[src/rtl/scc_pkg.sv]
// rtl/scc_pkg.sv - shared constants for the commit stage and branch condition logic
package scc_pkg;

  localparam logic [3:0] COND_EQ = 4'h0;
  localparam logic [3:0] COND_NE = 4'h1;
  localparam logic [3:0] COND_CS = 4'h2;
  localparam logic [3:0] COND_CC = 4'h3;
  localparam logic [3:0] COND_MI = 4'h4;
  localparam logic [3:0] COND_PL = 4'h5;
  localparam logic [3:0] COND_VS = 4'h6;
  localparam logic [3:0] COND_VC = 4'h7;
  localparam logic [3:0] COND_HI = 4'h8;
  localparam logic [3:0] COND_LS = 4'h9;
  localparam logic [3:0] COND_GE = 4'hA;
  localparam logic [3:0] COND_LT = 4'hB;
  localparam logic [3:0] COND_GT = 4'hC;
  localparam logic [3:0] COND_LE = 4'hD;
  localparam logic [3:0] COND_AL = 4'hE;
  localparam logic [3:0] COND_NV = 4'hF;

  localparam int FLAG_N = 3;
  localparam int FLAG_C = 2;
  localparam int FLAG_Z = 1;
  localparam int FLAG_V = 0;

  typedef enum logic [1:0] {
    ST_RUN    = 2'd0,
    ST_SQUASH = 2'd1,
    ST_HALT   = 2'd2
  } state_t;

endpackage

[src/rtl/branch_cond_eval.sv]
// rtl/branch_cond_eval.sv - combinational condition-code evaluation against a flag set
module branch_cond_eval
  import scc_pkg::*;
(
  input  logic [3:0] cond,
  input  logic [3:0] flags,
  output logic       taken
);

  logic n, c, z, v;

  assign n = flags[FLAG_N];
  assign c = flags[FLAG_C];
  assign z = flags[FLAG_Z];
  assign v = flags[FLAG_V];

  // Decode the condition against the supplied flags
  always_comb begin
    taken = 1'b0;
    case (cond)
      COND_EQ: taken = z;
      COND_NE: taken = ~z;
      COND_CS: taken = c;
      COND_CC: taken = ~c;
      COND_MI: taken = n;
      COND_PL: taken = ~n;
      COND_VS: taken = v;
      COND_VC: taken = ~v;
      COND_HI: taken = c & ~z;
      COND_LS: taken = ~(c & ~z);
      COND_GE: taken = (n == v);
      COND_LT: taken = (n != v);
      COND_GT: taken = ~z & (n == v);
      COND_LE: taken = ~(~z & (n == v));
      COND_AL: taken = 1'b1;
      default: taken = 1'b0;
    endcase
  end

endmodule

[src/rtl/wb_commit_stage.sv]
// rtl/wb_commit_stage.sv - commit stage: register write, CPSR, branch redirect and shadow squash
module wb_commit_stage
  import scc_pkg::*;
#(
  parameter int         SHADOW_SLOTS = 2,
  parameter logic [3:0] RESET_FLAGS  = 4'b0000
) (
  input  logic        clk,
  input  logic        rst_n,
  input  logic        ex_valid,
  output logic        ex_ready,
  input  logic [32:0] ex_result,
  input  logic [3:0]  ex_flags,
  input  logic        ex_flags_update,
  input  logic        ex_w_enable,
  input  logic [2:0]  ex_dest_reg,
  input  logic        ex_is_branch,
  input  logic [3:0]  ex_b_cond,
  input  logic [31:0] ex_branch_target,
  input  logic        ex_is_halt,
  input  logic        wb_stall,
  output logic        rf_w_enable,
  output logic [2:0]  rf_w_addr,
  output logic [31:0] rf_w_data,
  output logic [3:0]  cpsr,
  output logic        pc_load,
  output logic [31:0] pc_target,
  output logic        flush,
  output logic        halted
);

  state_t      state, state_next;
  logic [2:0]  squash_cnt, squash_cnt_next;
  logic        accept;
  logic        cond_taken;

  logic        rf_w_enable_next;
  logic [2:0]  rf_w_addr_next;
  logic [31:0] rf_w_data_next;
  logic [3:0]  cpsr_next;
  logic        pc_load_next;
  logic [31:0] pc_target_next;

  // The carry/overflow bit travels with the result but the register file is 32 bits wide
  logic carry_unused;
  assign carry_unused = ex_result[32];

  assign ex_ready = ~wb_stall & (state != ST_HALT);
  assign accept   = ex_valid & ex_ready;
  assign halted   = (state == ST_HALT);

  // Branches resolve against the committed flags, which already include the previous instruction
  branch_cond_eval u_cond (
    .cond  (ex_b_cond),
    .flags (cpsr),
    .taken (cond_taken)
  );

  // Next-state and next-output decode; pulses default low, captured values hold
  always_comb begin
    state_next       = state;
    squash_cnt_next  = squash_cnt;
    rf_w_enable_next = 1'b0;
    rf_w_addr_next   = rf_w_addr;
    rf_w_data_next   = rf_w_data;
    cpsr_next        = cpsr;
    pc_load_next     = 1'b0;
    pc_target_next   = pc_target;
    if (accept) begin
      case (state)
        ST_RUN: begin
          if (ex_is_halt) begin
            state_next = ST_HALT;
          end else if (ex_is_branch) begin
            if (cond_taken) begin
              pc_load_next    = 1'b1;
              pc_target_next  = ex_branch_target;
              squash_cnt_next = 3'(SHADOW_SLOTS);
              state_next      = ST_SQUASH;
            end
          end else begin
            rf_w_enable_next = ex_w_enable;
            if (ex_w_enable) begin
              rf_w_addr_next = ex_dest_reg;
              rf_w_data_next = ex_result[31:0];
            end
            if (ex_flags_update) begin
              cpsr_next = ex_flags;
            end
          end
        end
        ST_SQUASH: begin
          squash_cnt_next = squash_cnt - 3'd1;
          if (squash_cnt == 3'd1) begin
            state_next = ST_RUN;
          end
        end
        default: begin
        end
      endcase
    end
  end

  // State, counter and registered outputs
  always_ff @(posedge clk or negedge rst_n) begin
    if (!rst_n) begin
      state       <= ST_RUN;
      squash_cnt  <= 3'd0;
      rf_w_enable <= 1'b0;
      rf_w_addr   <= 3'd0;
      rf_w_data   <= 32'd0;
      cpsr        <= RESET_FLAGS;
      pc_load     <= 1'b0;
      flush       <= 1'b0;
      pc_target   <= 32'd0;
    end else begin
      state       <= state_next;
      squash_cnt  <= squash_cnt_next;
      rf_w_enable <= rf_w_enable_next;
      rf_w_addr   <= rf_w_addr_next;
      rf_w_data   <= rf_w_data_next;
      cpsr        <= cpsr_next;
      pc_load     <= pc_load_next;
      flush       <= pc_load_next;
      pc_target   <= pc_target_next;
    end
  end

endmodule

[config.mk]
export PLATFORM = sky130hd
export DESIGN_NAME = wb_commit_stage
export DESIGN_NICKNAME = d
export VERILOG_FILES = /design/src/rtl/scc_pkg.sv /design/src/rtl/branch_cond_eval.sv /design/src/rtl/wb_commit_stage.sv
export SDC_FILE = /design/constraint.sdc
export NUM_CORES = 1
export LEC_CHECK = 0
export CORE_MARGIN = 3
export CORE_UTILIZATION = 43
export DETAILED_ROUTE_END_ITERATION = 16
export PLACE_DENSITY = 0.86
export SETUP_SLACK_MARGIN = 0.15
export SLEW_MARGIN = 10
export SYNTH_ARGS = -nofsm -noshare
export SYNTH_HDL_FRONTEND = slang
export SYNTH_SLANG_ARGS = --single-unit
[constraint.sdc]
create_clock -name clk -period 6.2 [get_ports clk]
set_input_delay 1.55 -clock clk [delete_from_list [all_inputs] [get_ports clk]]
set_output_delay 1.55 -clock clk [all_outputs]
set_load 0.005 [all_outputs]
# Yosys cells after proc, flatten, opt, wreduce, memory -nomap -nowiden
# Index checks and enable logic that the tools add are counted.
# totals
input_bits	84
regBits	78
output_inout_bits	76
# op_classes
n_bitwise	13
add_sub_neg	1
n_eq_ne	26
n_reduce_logical	8
muxes	19
# ops
cell	n
4-bit == test, second input constant	7
5-bit AND reduction	5
4-bit by 3-bit == test with 1-bit output, second input constant	4
1-bit one-hot mux with 15 select lines	1
2-bit inequality test, second input constant	5
1-bit 2-to-1 mux	9
3-bit 2-to-1 mux	3
1-bit NOT	9
4-bit by 2-bit == test with 1-bit output, second input constant	2
2-bit 2-to-1 mux	4
3-bit inequality test, second input constant	2
3-bit one-hot mux with 2 select lines	1
1-bit AND	4
4-bit by 1-bit == test with 1-bit output, second input constant	1
4-bit logical NOT	1
2-bit one-hot mux with 2 select lines	1
3-bit by 1-bit == test with 1-bit output, second input constant	1
3-bit by 1-bit subtractor with 3-bit output, second input constant	1
2-bit by 1-bit == test with 1-bit output, second input constant	1
2-bit == test, second input constant	1
2-bit logical NOT	1
2-bit nonzero test	1
1-bit == test	1
1-bit inequality test	1

# Longest topological paths before layout
# Gate-level depths: netlist of run 1.
# logic_depth
word_depth	9
ltp_mapped	8

# By module
# Synthesis of run 1 repeated with hierarchy kept, for this count alone.
# unflattened
hier_cells	207
hier_area_um2	3183.1
# by_module_without_submodules
module	seq_area_each_um2	n_inst	cells_per_inst	area_each_um2
wb_commit_stage	1951.9	1	184	3035.4
branch_cond_eval	0.0	1	23	147.6

# Worst setup path after synthesis of run 1
# No wires, ideal clock.
# synth_path
path_kind	in2reg
start	in ex_b_cond[3]
end	reg pc_target[10]
t_arrival_ns	3.209
slack_ns	2.867
stages	8
setup_time_ns	0.125
path_buffers	2
t_required_ns	6.075
cell_sequence	clkbuf_2 -> nand2_1 -> or4b_1 -> o311ai_2 -> nor4_4 -> nor2_4 -> buf_6 -> mux2_2
# synth_via
elab_chain_len	3
elab_cells_between_ends	17
cone_classes	eq/ne (14); mux (1); reduce/logical (2)
# synth_rtl
item	line	text
from (decl)	wb_commit_stage.sv:18	input logic [3:0] ex_b_cond,
4-bit == test (tied with other cells)	branch_cond_eval.sv:20	case (cond)
1-bit one-hot mux with 15 select lines *	branch_cond_eval.sv:20	
5-bit AND reduction (no line) *	n/a	
to (signal assigned)	wb_commit_stage.sv:125	pc_target <= pc_target_next;
to (decl)	wb_commit_stage.sv:27	output logic [31:0] pc_target,
# Every way passes the cells marked *; elsewhere a longest branch is shown, timed or not.
# A chain may end at the register's enable or synchronous reset.

# Worst setup path after layout of run 1
# layout_path
start	in wb_stall
end	out ex_ready
# layout_via
elab_chain_len	2
# layout_rtl
item	line	text
from (decl)	wb_commit_stage.sv:21	input logic wb_stall,
1-bit NOT	wb_commit_stage.sv:48	assign ex_ready = ~wb_stall & (state != ST_HALT);
1-bit AND	wb_commit_stage.sv:48	
to (decl)	wb_commit_stage.sv:11	output logic ex_ready,
# No other way between the ends.

==> results of run 1 <==
## registers in the layout, summed over array words and instances (netlist names)
register / count
pc_target: 32
rf_w_addr: 3
flush: 1
squash_cnt: 3
rf_w_enable: 1
cpsr: 4
rf_w_data: 32
state: 2
## power by group
part | total (W) | switching, W | leakage [nW] | internal, W
registers | 0.000613 | 0.0000394 | 1.04 | 0.000574
logic | 0.000291 | 0.0000872 | 1.10 | 0.000204
clock network | 0.000366 | 0.000183 | 0.0911 | 0.000183
total | 0.00127 | 0.000310 | 2.23 | 0.000961
## worst min path at each step
stage	start	to	cells after the start
3_3_place_gp	rf_w_data[18]	rf_w_data[18]	1
5_1_grt	rf_w_data[25]	rf_w_data[25]	1
2_1_floorplan	squash_cnt[2]	squash_cnt[2]	2
6_report	rf_w_data[25]	rf_w_data[25]	1
3_5_place_dp	pc_target[29]	pc_target[29]	1
4_1_cts	pc_target[29]	pc_target[29]	1
## worst max-delay path, delay by kind of cell
kind	cells	cell delay, ns
buffers and inverters	2	0.92
AND/OR/NAND/NOR	1	0.10
## placed cells by master, fill, tap and decap left out, types with 2 or more instances in the layout
cell             count
nand2_1              5
clkinv_2             2
ha_1                 2
nor3_1               4
nor2b_1              2
clkinvlp_4           2
clkdlybuf4s50_1    157
o21ai_0              2
inv_1                2
nand3_1              4
nor2_1               7
dfrtp_1             78
nand2b_1             4
clkbuf_8             9
xnor2_1              3
mux2_2              73
## per-layer routing
layer,GRT usage (%),vias to the layer above,part of all wire (%)
li1,-,1080,-
met1,22.2,1137,38
met2,32.4,104,51
met3,6.34,17,8.3
met4,8.17,0,2.0
met5,0,-,0
## cell type report
cell class                      instances  area share [%]
Multi-Input combinational cell        125            23.5
Timing Repair Buffer                  158            31.4
Sequential cell                        78            38.8
Clock buffer                            9            2.46
Tap cell                               96            2.39
Inverter                                2           0.149
Clock inverter                          6            1.27
## per-stage QoR
stage | instance area, µm² | instances | setup slack (ns)
2_1_floorplan | 3220 | 216 | 2.87
3_3_place_gp | 4840 | 459 | 1.87
3_5_place_dp | 4840 | 459 | 1.75
4_1_cts | 5030 | 474 | 2.07
5_1_grt | 5030 | 474 | 1.93
6_report | 5030 | 474 | 2.08
## cells by family after synthesis
kind of cell,Yosys count,synth area share [%]
multiplexers,74,25.9
flip-flops,78,60.7
buffers and inverters,13,2.57
adder cells (fa/ha/maj),2,0.778
AO/OA/AOI/OAI,10,2.45
AND/OR/NAND/NOR,36,6.85
XOR/XNOR,3,0.817
==> metrics.txt, run 1 <==
CP peak stage delay=0.50 ns; worst flop-to-flop path endpoint=pc_target[6]; crit path launch=wb_stall; # IOs=160; top post-synthesis cells by area=dfrtp_1 61%, mux2_2 26%, buf_6 1.1%; clock sinks=78; post-route setup TNS=0 ns; Hold Fails Final Rpt=0; Worst-Skew Late Latency=0.34 ns; routed via count=2338; Pleak=2.23 nW; Yosys warning total=0; Post-CTS Hold Fix Bufs=0; worst hold path class=reg -> reg; Worst Clk Skew=0.0109 ns; drt wl/cell=16.5 µm; Remaining Overflow, GRT=0; Post-Route Utilization=71.7%; synthesized area=3220 µm²; reg2reg start=cpsr[3]; post-synthesis sequential area ratio=60.7%; ANT cells=0; Post-synth ARST share=100%; post-synth cell types=36; GRT Total Usage=19.2%; max_cap viols=0; # setup viols final=0; CTS tree=built; H-Tree Depth=3; fillers=510; CP Capture Point=ex_ready; Syn Inst Count=216; worst path arrival time=2.57 ns; #FFs+latches synth=78; initial DRC count=37; most frequent CP cell=clkdlybuf4s50_1; pwr dens=253 nW/µm²; initial core utilization=45.8%; Yosys top cell area share=60.7%; Worst VDD drop=162 µV; R2R Setup Slk=3.41 ns; vias in the first global route=2544; minimum clock period=4.12 ns; clock root buffer=clkbuf_8; CTS buffer count=9; estimated wirelength of the detail-placed design=5.70 mm; Max-Slew Margin vs Limit=34.8%; die height=92.5 µm; kind of start point of the critical path=input port; ys flop type=dfrtp_1; Residual DRC=0; Post-CTS Setup Inserts=0; critical path type=in -> out; CP Cell Sequence=clkdlybuf4s50_1 > nor2_1 > clkdlybuf4s50_1; RSZ-0062 raised after global routing=false; PortBufs=158; total power=0.00127 W; worst slew pin tran=0.976 ns; largest fanout on the critical path=2; most common cell in the netlist=dfrtp_1; hold slack=0.508 ns; Crit. End Element=output pin; sequential cell area=1950 µm²; Core Box Area=7020 µm²; top post-synthesis cells by count=78 x dfrtp_1, 73 x mux2_2, 7 x nor2_1; CP Data Required Time=4.65 ns; share of cells above drive strength 1=24.9%; Avg Vias per Cell=4.93; Multi-input gate area=1180 µm²; post-synthesis to final-layout area growth=56.4%; synthesized area per cell=14.9 µm²; full die area=8550 µm²; largest net degree at the start of global routing=79; Final ANT Viol Nets=0; post-synthesis net count=302; Synth area leader=dfrtp_1; std cell rows=30; status=complete, no violations; TritonRoute pass-1 iters=4; Max Slew Vio Count=0; first-pass GRT wire length=12.8 mm; initial antenna violation count=0; period utilization=66.4%; Max Freq=0.243 GHz; Die Wd=92.5 µm; Post-synth EDFFs=0; slowest cell on the critical path=clkdlybuf4s50_1; maximum root-to-sink buffer count=2; R2R depth=6; DRT Wirelength=7.81 mm; PostCTS Resize Cnt=0; Final Wtd Congestion=0.836; CTS clk-pin slew, worst paths=0.08 ns; Final #Nets=460
No activity file was read; power rests on OpenSTA's default activity.
==> run 2, diff against run 1 <==
CORE_UTILIZATION = 40   (was 43)
PLACE_DENSITY = 0.81   (was 0.86)
clock period = 4 ns   (was 6.2 ns; I/O delays follow)
==> metrics.txt, run 2 (same netlist as run 1, synthesis figures left out) <==
routed via count=2334 (-0.17%); Worst Clk Skew=0.0119 ns (+0.000942 ns); most common cell after layout, fill and taps aside=clkdlybuf4s50_1; PortBufs=158 (unchanged); # IOs=160 (unchanged); post-synthesis to final-layout area growth=58.2%; worst path arrival time=2.05 ns (-0.52 ns); status=complete, no violations; Crit. End Element=output pin; vias in the first global route=2470 (-2.9%); CTS clk-pin slew, worst paths=0.08 ns (about the same); PostCTS Resize Cnt=0 (unchanged); drt wl/cell=15.7 µm (-4.4%); clock root buffer=clkbuf_8; first-pass GRT wire length=12.0 mm (-6.4%); initial core utilization=41.4% (-4.4 points); Residual DRC=0 (unchanged); std cell rows=32 (+6.7%); most frequent cells in the layout=157 x clkdlybuf4s50_1, 78 x dfrtp_1, 73 x mux2_2; Core Box Area=7770 µm² (+11%); Hold Fails Final Rpt=0 (unchanged); largest net degree at the start of global routing=79 (unchanged); critical path type=in -> out; Max Slew Vio Count=0 (unchanged); Post-Route Utilization=65.5% (-6.1 points); DRT Wirelength=7.61 mm (-2.6%); Pleak=2.26 nW (+1.2%); Final Wtd Congestion=0.747 (-11%); period utilization=76.4%; Max Freq=0.327 GHz; maximum root-to-sink buffer count=2 (unchanged); ANT cells=0 (unchanged); total power=0.00203 W (+60%); initial antenna violation count=0 (unchanged); estimated wirelength of the detail-placed design=5.58 mm (-2.0%); Worst-Skew Late Latency=0.33 ns (about the same); kind of start point of the critical path=input port; post-route setup TNS=0 ns (unchanged); CP Data Required Time=3.00 ns (-1.65 ns); Post-CTS Setup Inserts=0 (unchanged); worst slew pin tran=0.963 ns (-0.0121 ns); RSZ-0062 raised after global routing=false; Avg Vias per Cell=4.83 (-2.0%); Final #Nets=462 (+0.43%); CTS tree=built; worst hold path class=reg -> reg; TritonRoute pass-1 iters=4 (unchanged); Remaining Overflow, GRT=0 (unchanged); GRT Total Usage=17.0% (-2.1 points); pwr dens=400 nW/µm² (+58%); Die Wd=95.7 µm (+3.4%); clock sinks=78 (unchanged); max_cap viols=0 (unchanged); minimum clock period=3.05 ns; die height=95.7 µm (+3.4%); Post-CTS Hold Fix Bufs=0 (unchanged); # setup viols final=0 (unchanged); largest fanout on the critical path=2 (unchanged); Worst VDD drop=301 µV (+85%); Final ANT Viol Nets=0 (unchanged); H-Tree Depth=3 (unchanged); full die area=9150 µm² (+7.0%); initial DRC count=80 (+120%); share of cells above drive strength 1=24.7% (-0.20 points); top flop regs=pc_target: 32 flops, rf_w_data: 32 flops, cpsr: 4 flops; Max-Slew Margin vs Limit=35.8% (+0.96 points); CTS buffer count=9 (unchanged)
[run 2: power breakdown]
| part | switching [W] | leakage (nW) | internal [W] |
|---|---|---|---|
| Clock | 0.000279 | 0.104 | 0.000353 |
| Combinational | 0.000134 | 1.11 | 0.000317 |
| Sequential | 0.0000622 | 1.04 | 0.000890 |
| Total | 0.000475 | 2.26 | 0.00156 |
[run 2: through the flow]
step                setup WS (ns)  instances  area (µm²)  hold WS, ns
floorplan                    1.22        216        3220        0.503
detailed placement          0.609        467        4880        0.495
global placement            0.684        467        4880        0.489
CTS                         0.938        483        5090        0.513
finish                      0.946        483        5090        0.508
global route                0.880        483        5090        0.526
[run 2: routing by layer]
layer	track usage, %	vias to the layer above	part of all wire, %
li1	-	1083	-
met1	20.0	1150	38
met2	28.7	89	52
met3	5.60	12	8.2
met4	6.87	0	1.8
met5	0	-	0
[run 2: area by class of cell]
type	instances	area [µm²]
clock buffer	11	131
fill	618	2680
sequential	78	1950
clock inverter	5	81.3
inverter	2	7.51
timing repair buffer	160	1610
tap	102	128
multi-input combinational	125	1180
[run 2: critical path, stage by stage]
cell             delay, ns
clkdlybuf4s50_1       0.42
nor2_1                0.12
clkdlybuf4s50_1       0.51
[run 2: final timing paths]
kind | slack, ns | startpoint | depth (start not counted) | to
setup / recovery | 0.95 | wb_stall | 3 | ex_ready
hold / removal | 0.51 | pc_target[16] | 1 | pc_target[16]
setup reg to reg | 1.68 | cpsr[3] | 7 | pc_target[2]
hold reg to reg | 0.51 | pc_target[16] | 1 | pc_target[16]
max in group asynchronous | 2.55 | rst_n | 1 | state[1]
min in group asynchronous | 0.80 | rst_n | 1 | rf_w_data[11]
